<file path="src/rtl/sbus_pkg.sv">
// Shared encodings and defaults for the system-bus arbiter slice.
// Owner codes double as the debug owner_o value.
package sbus_pkg;

    localparam int SBUS_AW = 32;
    localparam int SBUS_DW = 32;

    typedef enum logic [1:0] {
        OWN_NONE = 2'd0,
        OWN_DMEM = 2'd1,
        OWN_IMEM = 2'd2,
        OWN_BG   = 2'd3
    } owner_t;

    typedef enum logic [1:0] {
        ST_IDLE = 2'd0,
        ST_BUSY = 2'd1,
        ST_REL  = 2'd2
    } state_t;

    // A requested beat count of zero still moves one beat.
    function automatic logic [3:0] beat_target(input logic [3:0] burst_cnt);
        return (burst_cnt == 4'd0) ? 4'd1 : burst_cnt;
    endfunction

endpackage

</file>
<file path="src/rtl/sbus_prio_sel.sv">
// Fixed-priority winner select (dmem > imem > bg) with an override that
// lets a starved bg requester jump the queue.
module sbus_prio_sel
    import sbus_pkg::*;
(
    input  logic   dmem_stb,
    input  logic   imem_stb,
    input  logic   bg_stb,
    input  logic   bg_aged,
    output owner_t winner
);

    always_comb begin
        winner = OWN_NONE;
        if (bg_stb && bg_aged) begin
            winner = OWN_BG;
        end else if (dmem_stb) begin
            winner = OWN_DMEM;
        end else if (imem_stb) begin
            winner = OWN_IMEM;
        end else if (bg_stb) begin
            winner = OWN_BG;
        end
    end

endmodule

</file>
<file path="src/rtl/sbus_arbiter.sv">
// Grants the AMBA master wrapper to one of dmem/imem/bg for a whole burst
// and routes per-beat ack and read data back to the owning requester.
module sbus_arbiter
    import sbus_pkg::*;
#(
    parameter int AW      = SBUS_AW,
    parameter int DW      = SBUS_DW,
    parameter int AGE_MAX = 8
) (
    input  logic          clk_i,
    input  logic          rst_n,
    input  logic          dmem_stb_i,
    input  logic          dmem_we_i,
    input  logic [AW-1:0] dmem_adr_i,
    input  logic [DW-1:0] dmem_dat_i,
    input  logic [3:0]    dmem_sel_i,
    input  logic [3:0]    dmem_burst_cnt_i,
    output logic [DW-1:0] dmem_dat_o,
    output logic          dmem_ack_o,
    input  logic          imem_stb_i,
    input  logic [AW-1:0] imem_adr_i,
    input  logic [3:0]    imem_burst_cnt_i,
    output logic [DW-1:0] imem_dat_o,
    output logic          imem_ack_o,
    input  logic          bg_stb_i,
    input  logic          bg_we_i,
    input  logic [AW-1:0] bg_adr_i,
    input  logic [DW-1:0] bg_dat_i,
    input  logic [3:0]    bg_sel_i,
    input  logic [3:0]    bg_burst_cnt_i,
    output logic [DW-1:0] bg_dat_o,
    output logic          bg_ack_o,
    output logic          wrp_stb_o,
    output logic          wrp_we_o,
    output logic [AW-1:0] wrp_adr_o,
    output logic [DW-1:0] wrp_dat_o,
    output logic [3:0]    wrp_sel_o,
    output logic [3:0]    wrp_burst_cnt_o,
    input  logic [DW-1:0] wrp_dat_i,
    input  logic          wrp_ack_i,
    input  logic          wrp_ack_bus_i,
    output logic [1:0]    owner_o
);

    state_t        state_reg, state_next;
    owner_t        owner_reg, winner;
    logic [3:0]    beat_cnt_reg, bg_age_reg, win_burst;
    logic          busy, grant, final_ack, bg_aged;
    logic [2:0]    owned, ack_vec;
    logic [DW-1:0] dat_hold_reg [3];
    logic [DW-1:0] rd_dat [3];

    assign bg_aged   = (bg_age_reg == 4'(AGE_MAX));
    assign grant     = (state_reg == ST_IDLE) && wrp_ack_bus_i && (winner != OWN_NONE);
    assign final_ack = busy && wrp_ack_i && (beat_cnt_reg <= 4'd1);

    sbus_prio_sel u_prio_sel (
        .dmem_stb (dmem_stb_i),
        .imem_stb (imem_stb_i),
        .bg_stb   (bg_stb_i),
        .bg_aged  (bg_aged),
        .winner   (winner)
    );

    always_ff @(posedge clk_i or negedge rst_n) begin
        if (!rst_n) begin
            state_reg <= ST_IDLE;
        end else begin
            state_reg <= state_next;
        end
    end

    always_comb begin
        state_next = state_reg;
        case (state_reg)
            ST_IDLE: if (grant) state_next = ST_BUSY;
            ST_BUSY: if (final_ack) state_next = ST_REL;
            ST_REL:  state_next = ST_IDLE;
            default: state_next = ST_IDLE;
        endcase
    end

    always_comb begin
        busy      = (state_reg == ST_BUSY);
        wrp_stb_o = busy;
    end

    always_comb begin
        win_burst = 4'd0;
        case (winner)
            OWN_DMEM: win_burst = dmem_burst_cnt_i;
            OWN_IMEM: win_burst = imem_burst_cnt_i;
            OWN_BG:   win_burst = bg_burst_cnt_i;
            default:  win_burst = 4'd0;
        endcase
    end

    // Owner is only non-zero while BUSY; it clears on the final beat so REL shows none.
    always_ff @(posedge clk_i or negedge rst_n) begin
        if (!rst_n) begin
            owner_reg    <= OWN_NONE;
            beat_cnt_reg <= 4'd0;
        end else if (grant) begin
            owner_reg    <= winner;
            beat_cnt_reg <= beat_target(win_burst);
        end else if (final_ack) begin
            owner_reg    <= OWN_NONE;
            beat_cnt_reg <= 4'd0;
        end else if (busy && wrp_ack_i) begin
            beat_cnt_reg <= beat_cnt_reg - 4'd1;
        end
    end

    always_ff @(posedge clk_i or negedge rst_n) begin
        if (!rst_n) begin
            bg_age_reg <= 4'd0;
        end else if (!bg_stb_i || (grant && winner == OWN_BG)) begin
            bg_age_reg <= 4'd0;
        end else if (owner_reg != OWN_BG && !bg_aged) begin
            bg_age_reg <= bg_age_reg + 4'd1;
        end
    end

    always_comb begin
        wrp_we_o        = 1'b0;
        wrp_adr_o       = '0;
        wrp_dat_o       = '0;
        wrp_sel_o       = 4'd0;
        wrp_burst_cnt_o = 4'd0;
        case (owner_reg)
            OWN_DMEM: begin
                wrp_we_o        = dmem_we_i;
                wrp_adr_o       = dmem_adr_i;
                wrp_dat_o       = dmem_dat_i;
                wrp_sel_o       = dmem_sel_i;
                wrp_burst_cnt_o = dmem_burst_cnt_i;
            end
            OWN_IMEM: begin
                wrp_adr_o       = imem_adr_i;
                wrp_sel_o       = 4'b1111;
                wrp_burst_cnt_o = imem_burst_cnt_i;
            end
            OWN_BG: begin
                wrp_we_o        = bg_we_i;
                wrp_adr_o       = bg_adr_i;
                wrp_dat_o       = bg_dat_i;
                wrp_sel_o       = bg_sel_i;
                wrp_burst_cnt_o = bg_burst_cnt_i;
            end
            default: ;
        endcase
    end

    // Per-requester return path; non-owners show the last data they were acked with.
    generate
        for (genvar gi = 0; gi < 3; gi++) begin : g_ret
            assign owned[gi]   = (owner_reg == owner_t'(2'(gi + 1)));
            assign ack_vec[gi] = busy && owned[gi] && wrp_ack_i;
            assign rd_dat[gi]  = (busy && owned[gi]) ? wrp_dat_i : dat_hold_reg[gi];

            always_ff @(posedge clk_i or negedge rst_n) begin
                if (!rst_n) begin
                    dat_hold_reg[gi] <= '0;
                end else if (ack_vec[gi]) begin
                    dat_hold_reg[gi] <= wrp_dat_i;
                end
            end
        end
    endgenerate

    assign dmem_ack_o = ack_vec[0];
    assign imem_ack_o = ack_vec[1];
    assign bg_ack_o   = ack_vec[2];
    assign dmem_dat_o = rd_dat[0];
    assign imem_dat_o = rd_dat[1];
    assign bg_dat_o   = rd_dat[2];
    assign owner_o    = owner_reg;

endmodule
</file>
<file path="config.mk">
export PLATFORM = sky130hd
export DESIGN_NAME = sbus_arbiter
export DESIGN_NICKNAME = d
export VERILOG_FILES = /design/src/rtl/sbus_pkg.sv /design/src/rtl/sbus_prio_sel.sv /design/src/rtl/sbus_arbiter.sv
export SDC_FILE = /design/constraint.sdc
export NUM_CORES = 1
export LEC_CHECK = 0
export ABC_AREA = 1
export BUFFER_PORTS_ARGS = -buffer_cell sky130_fd_sc_hd__buf_2
export CAP_MARGIN = 20
export CORE_AREA = 2 2 155 157
export DETAILED_ROUTE_END_ITERATION = 6
export DIE_AREA = 0 0 157 159
export PLACE_DENSITY = 0.54
export SYNTH_ARGS = -nofsm -noshare
export SYNTH_HDL_FRONTEND = slang
export SYNTH_HIERARCHICAL = 1
export SYNTH_SLANG_ARGS = --single-unit
</file>
<file path="constraint.sdc">
create_clock -name clk_i -period 3.1 [get_ports clk_i]
set_input_delay 0.155 -clock clk_i [delete_from_list [all_inputs] [get_ports clk_i]]
set_output_delay 0.155 -clock clk_i [all_outputs]
set_load 0.01 [all_outputs]
</file>
==> flow_summary.toml <==
[worst_setup_path]
arrival_ns = 2.32
cp_common_cell = "nor2_4"
crit_chain = "nor2_4 -> buf_4 -> inv_2 -> nor2_4 -> buf_12 -> buf_2"
crit_path_top_delay_cell = "buf_4"
cpPeakStageDelay_ns = 0.58
worst-r2r-cell-count = 12
required_ns = 2.94
r2r-start = "bg_age_reg[0]"
end_kind = "output port"
startpoint = "owner_o[1]"
crit_path_max_fanout = 72
worstSetupPathType = "flop to output port"
worst_setup_path_start_kind = "flop"

[cells_and_area]
regArea_um2 = 2700
largest_register_ffs = 96
stdcell_area_um2 = 8920
mostFrequentLayoutCell = "buf_2"
drive_gt1_share_pct = 35.4
multi_input_area_um2 = 3130
final_cell_mix = "394 x buf_2, 233 x nand2_1, 116 x nor2_1"
final.fill_count = 2525
layout.cells.non_filler = 1572
areaGrowthSynthToFinish_pct = 41.1
fin_nets = 1473
n_antenna_cell = 0

[sta]
finalSetupViolCount = 0
max-slew-margin-rel_pct = 49.2
rsz0062_at_grt = "false"
fmax_mhz = 404
hold_viol = 0
hold_ws_ns = 0.121
min_period_over_period_pct = 79.8
setup_slack_ns = 0.626
clock_skew_ns = 0.00726
drv_slew = 0
post-route-min-period_ns = 2.47
worst_pin_slew_ns = 0.762
fin_tns_setup_ns = 0

[synthesis]
synth_warnings = 6
synthDistinctLibCells = 28
ys_ff_latch = 108
seq_area_frac_synth_pct = 42.7
avgSynthCellArea_um2 = 7.16
synth_nets = 1108
netlist_instances = 883
synth_area_um2 = 6320

[die]
die_h_um = 159
core_area_um2 = 23200
num_rows = 56
fp.dieW_um = 157
start_util_pct = 27.3
ios = 396
die_area_um2 = 25000

[clock_network]
post-cts-setup-buffers = 0
clk_path_buf_depth = 2
numCtsBuffers = 9
clock_sinks = 108
cts-root-buf = "clkbuf_16"
clk_pin_slew_ns = 0.08
h-tree-depth = 3
clk_latency_ns = 0.35
cts_tree = "done"

[drt]
vias = 7184
routed_via_density = 4.57
drt-total-wl_um = 25600
wire_per_inst_um = 16.3
drc = 0
drt_iter0_markers = 335
ant_nets = 0
drtPass1Iterations = 5

[power_and_ir_drop]
p_per_area_nw_per_um2 = 1030
vdd_drop_max_v = 0.000391
p_leak_nw = 4.87

[place]
placed_cell_area_um2 = 8610
dp.cells = 1555
portBuffers = 395
place_ws_ns = 0.874
dp_hpwl_um = 20500
gp_congestion = 0.912

[grt]
grt_max_degree = 75
gr-total-overflow = 0
antenna_found_initial = 2
grt_pass1_wl_um = 38800
grt_pass1_vias = 6731
gr-usage-all-layers_pct = 20.2

[outcome]
status = "complete, no violations"

[worst_hold_path]
hp-start = "wrp_dat_i[27]"
min_delay_path_depth = 3
hp-class = "input pin to flop"

[run]
maxCapViolations = 0
-- metal layers --
metal | up-vias | routed length, um | GRT usage [%]
met5 | - | 13 | 0
met4 | 2 | 726 | 6.71
met3 | 34 | 1880 | 5.44
met2 | 280 | 12000 | 33.7
met1 | 3241 | 11000 | 25.3
li1 | 3627 | - | -
-- area by class of cell --
class | count | share of cell area (%)
Multi-Input combinational cell | 661 | 35.1
Sequential cell | 108 | 30.3
Timing Repair Buffer | 414 | 24.5
Tap cell | 319 | 4.47
Clock buffer | 12 | 2.76
Inverter | 54 | 2.27
Clock inverter | 4 | 0.645
-- power by group --
group	switching [mW]	leakage [nW]	internal [mW]
logic	3.37	3.48	2.15
registers	0.365	1.24	2.11
clock network	0.537	0.145	0.658
total	4.28	4.87	4.92
-- through the flow --
stage	power (mW)	util (%)
floorplan	5.70	-
global placement	8.04	37.1
detailed placement	8.10	37.1
CTS	9.34	38.5
global route	10.0	38.5
finish	9.19	38.5
-- worst paths after layout --
path	slack, ns	to
worst max-delay path	0.63	dmem_ack_o
worst max register to register	0.87	bg_age_reg[3]
worst min-delay path	0.12	dat_hold_reg[59]
max in group asynchronous	1.93	dat_hold_reg[62]
min in group asynchronous	0.40	dat_hold_reg[74]
worst min register to register	0.53	dat_hold_reg[57]
-- cell usage after synthesis --
master	n	area share, %
a21oi_1	98	7.8
nor2_1	116	6.9
ha_1	4	0.79
buf_4	7	0.83
dfrtp_1	108	43
nor2_4	2	0.36
o211ai_1	5	0.59
a22o_1	33	4.6
nand2_1	235	14
o21ai_1	7	0.55
buf_2	23	1.8
a221o_1	4	0.63
or2_2	1	0.099
nand4_1	2	0.20
clkbuf_1	26	1.5
nor2_2	4	0.40
inv_1	50	3.0
nand3_1	45	3.6
nand2_2	1	0.099
inv_2	3	0.18
nor3_1	2	0.16
nand2_4	1	0.18
xor2_1	5	0.69
buf_6	4	0.71
o22ai_1	1	0.099
o21ai_0	94	7.4
clkinv_1	1	0.059
o21ai_2	1	0.14
-- repair_timing --
action / CTS / global route
hold buffers: 1 / 0
gates resized for setup: 0 / 0
endpoints found under the setup margin: 0 / 0
hold endpoints to repair: 52 / 0
-- critical path, delay by kind of cell, from the launching register on --
| kind | cells | cell delay [ns] |
|---|---|---|
| flip-flops | 1 | 0.45 |
| buffers and inverters | 4 | 1.17 |
| AND/OR/NAND/NOR | 2 | 0.29 |
-- kinds of logic (layout without fill, tap and decap cells) --
family                   Yosys count  count (layout)  synth area share [%]
AND/OR/NAND/NOR                  409             409                  25.9
flip-flops                       108             108                  42.7
XOR/XNOR                           5               5                 0.692
AO/OA/AOI/OAI                    243             243                  21.8
adder cells (fa/ha/maj)            4               4                 0.791
buffers and inverters            114             484                  8.11
Note: power is estimated with default switching activity, not from simulation.
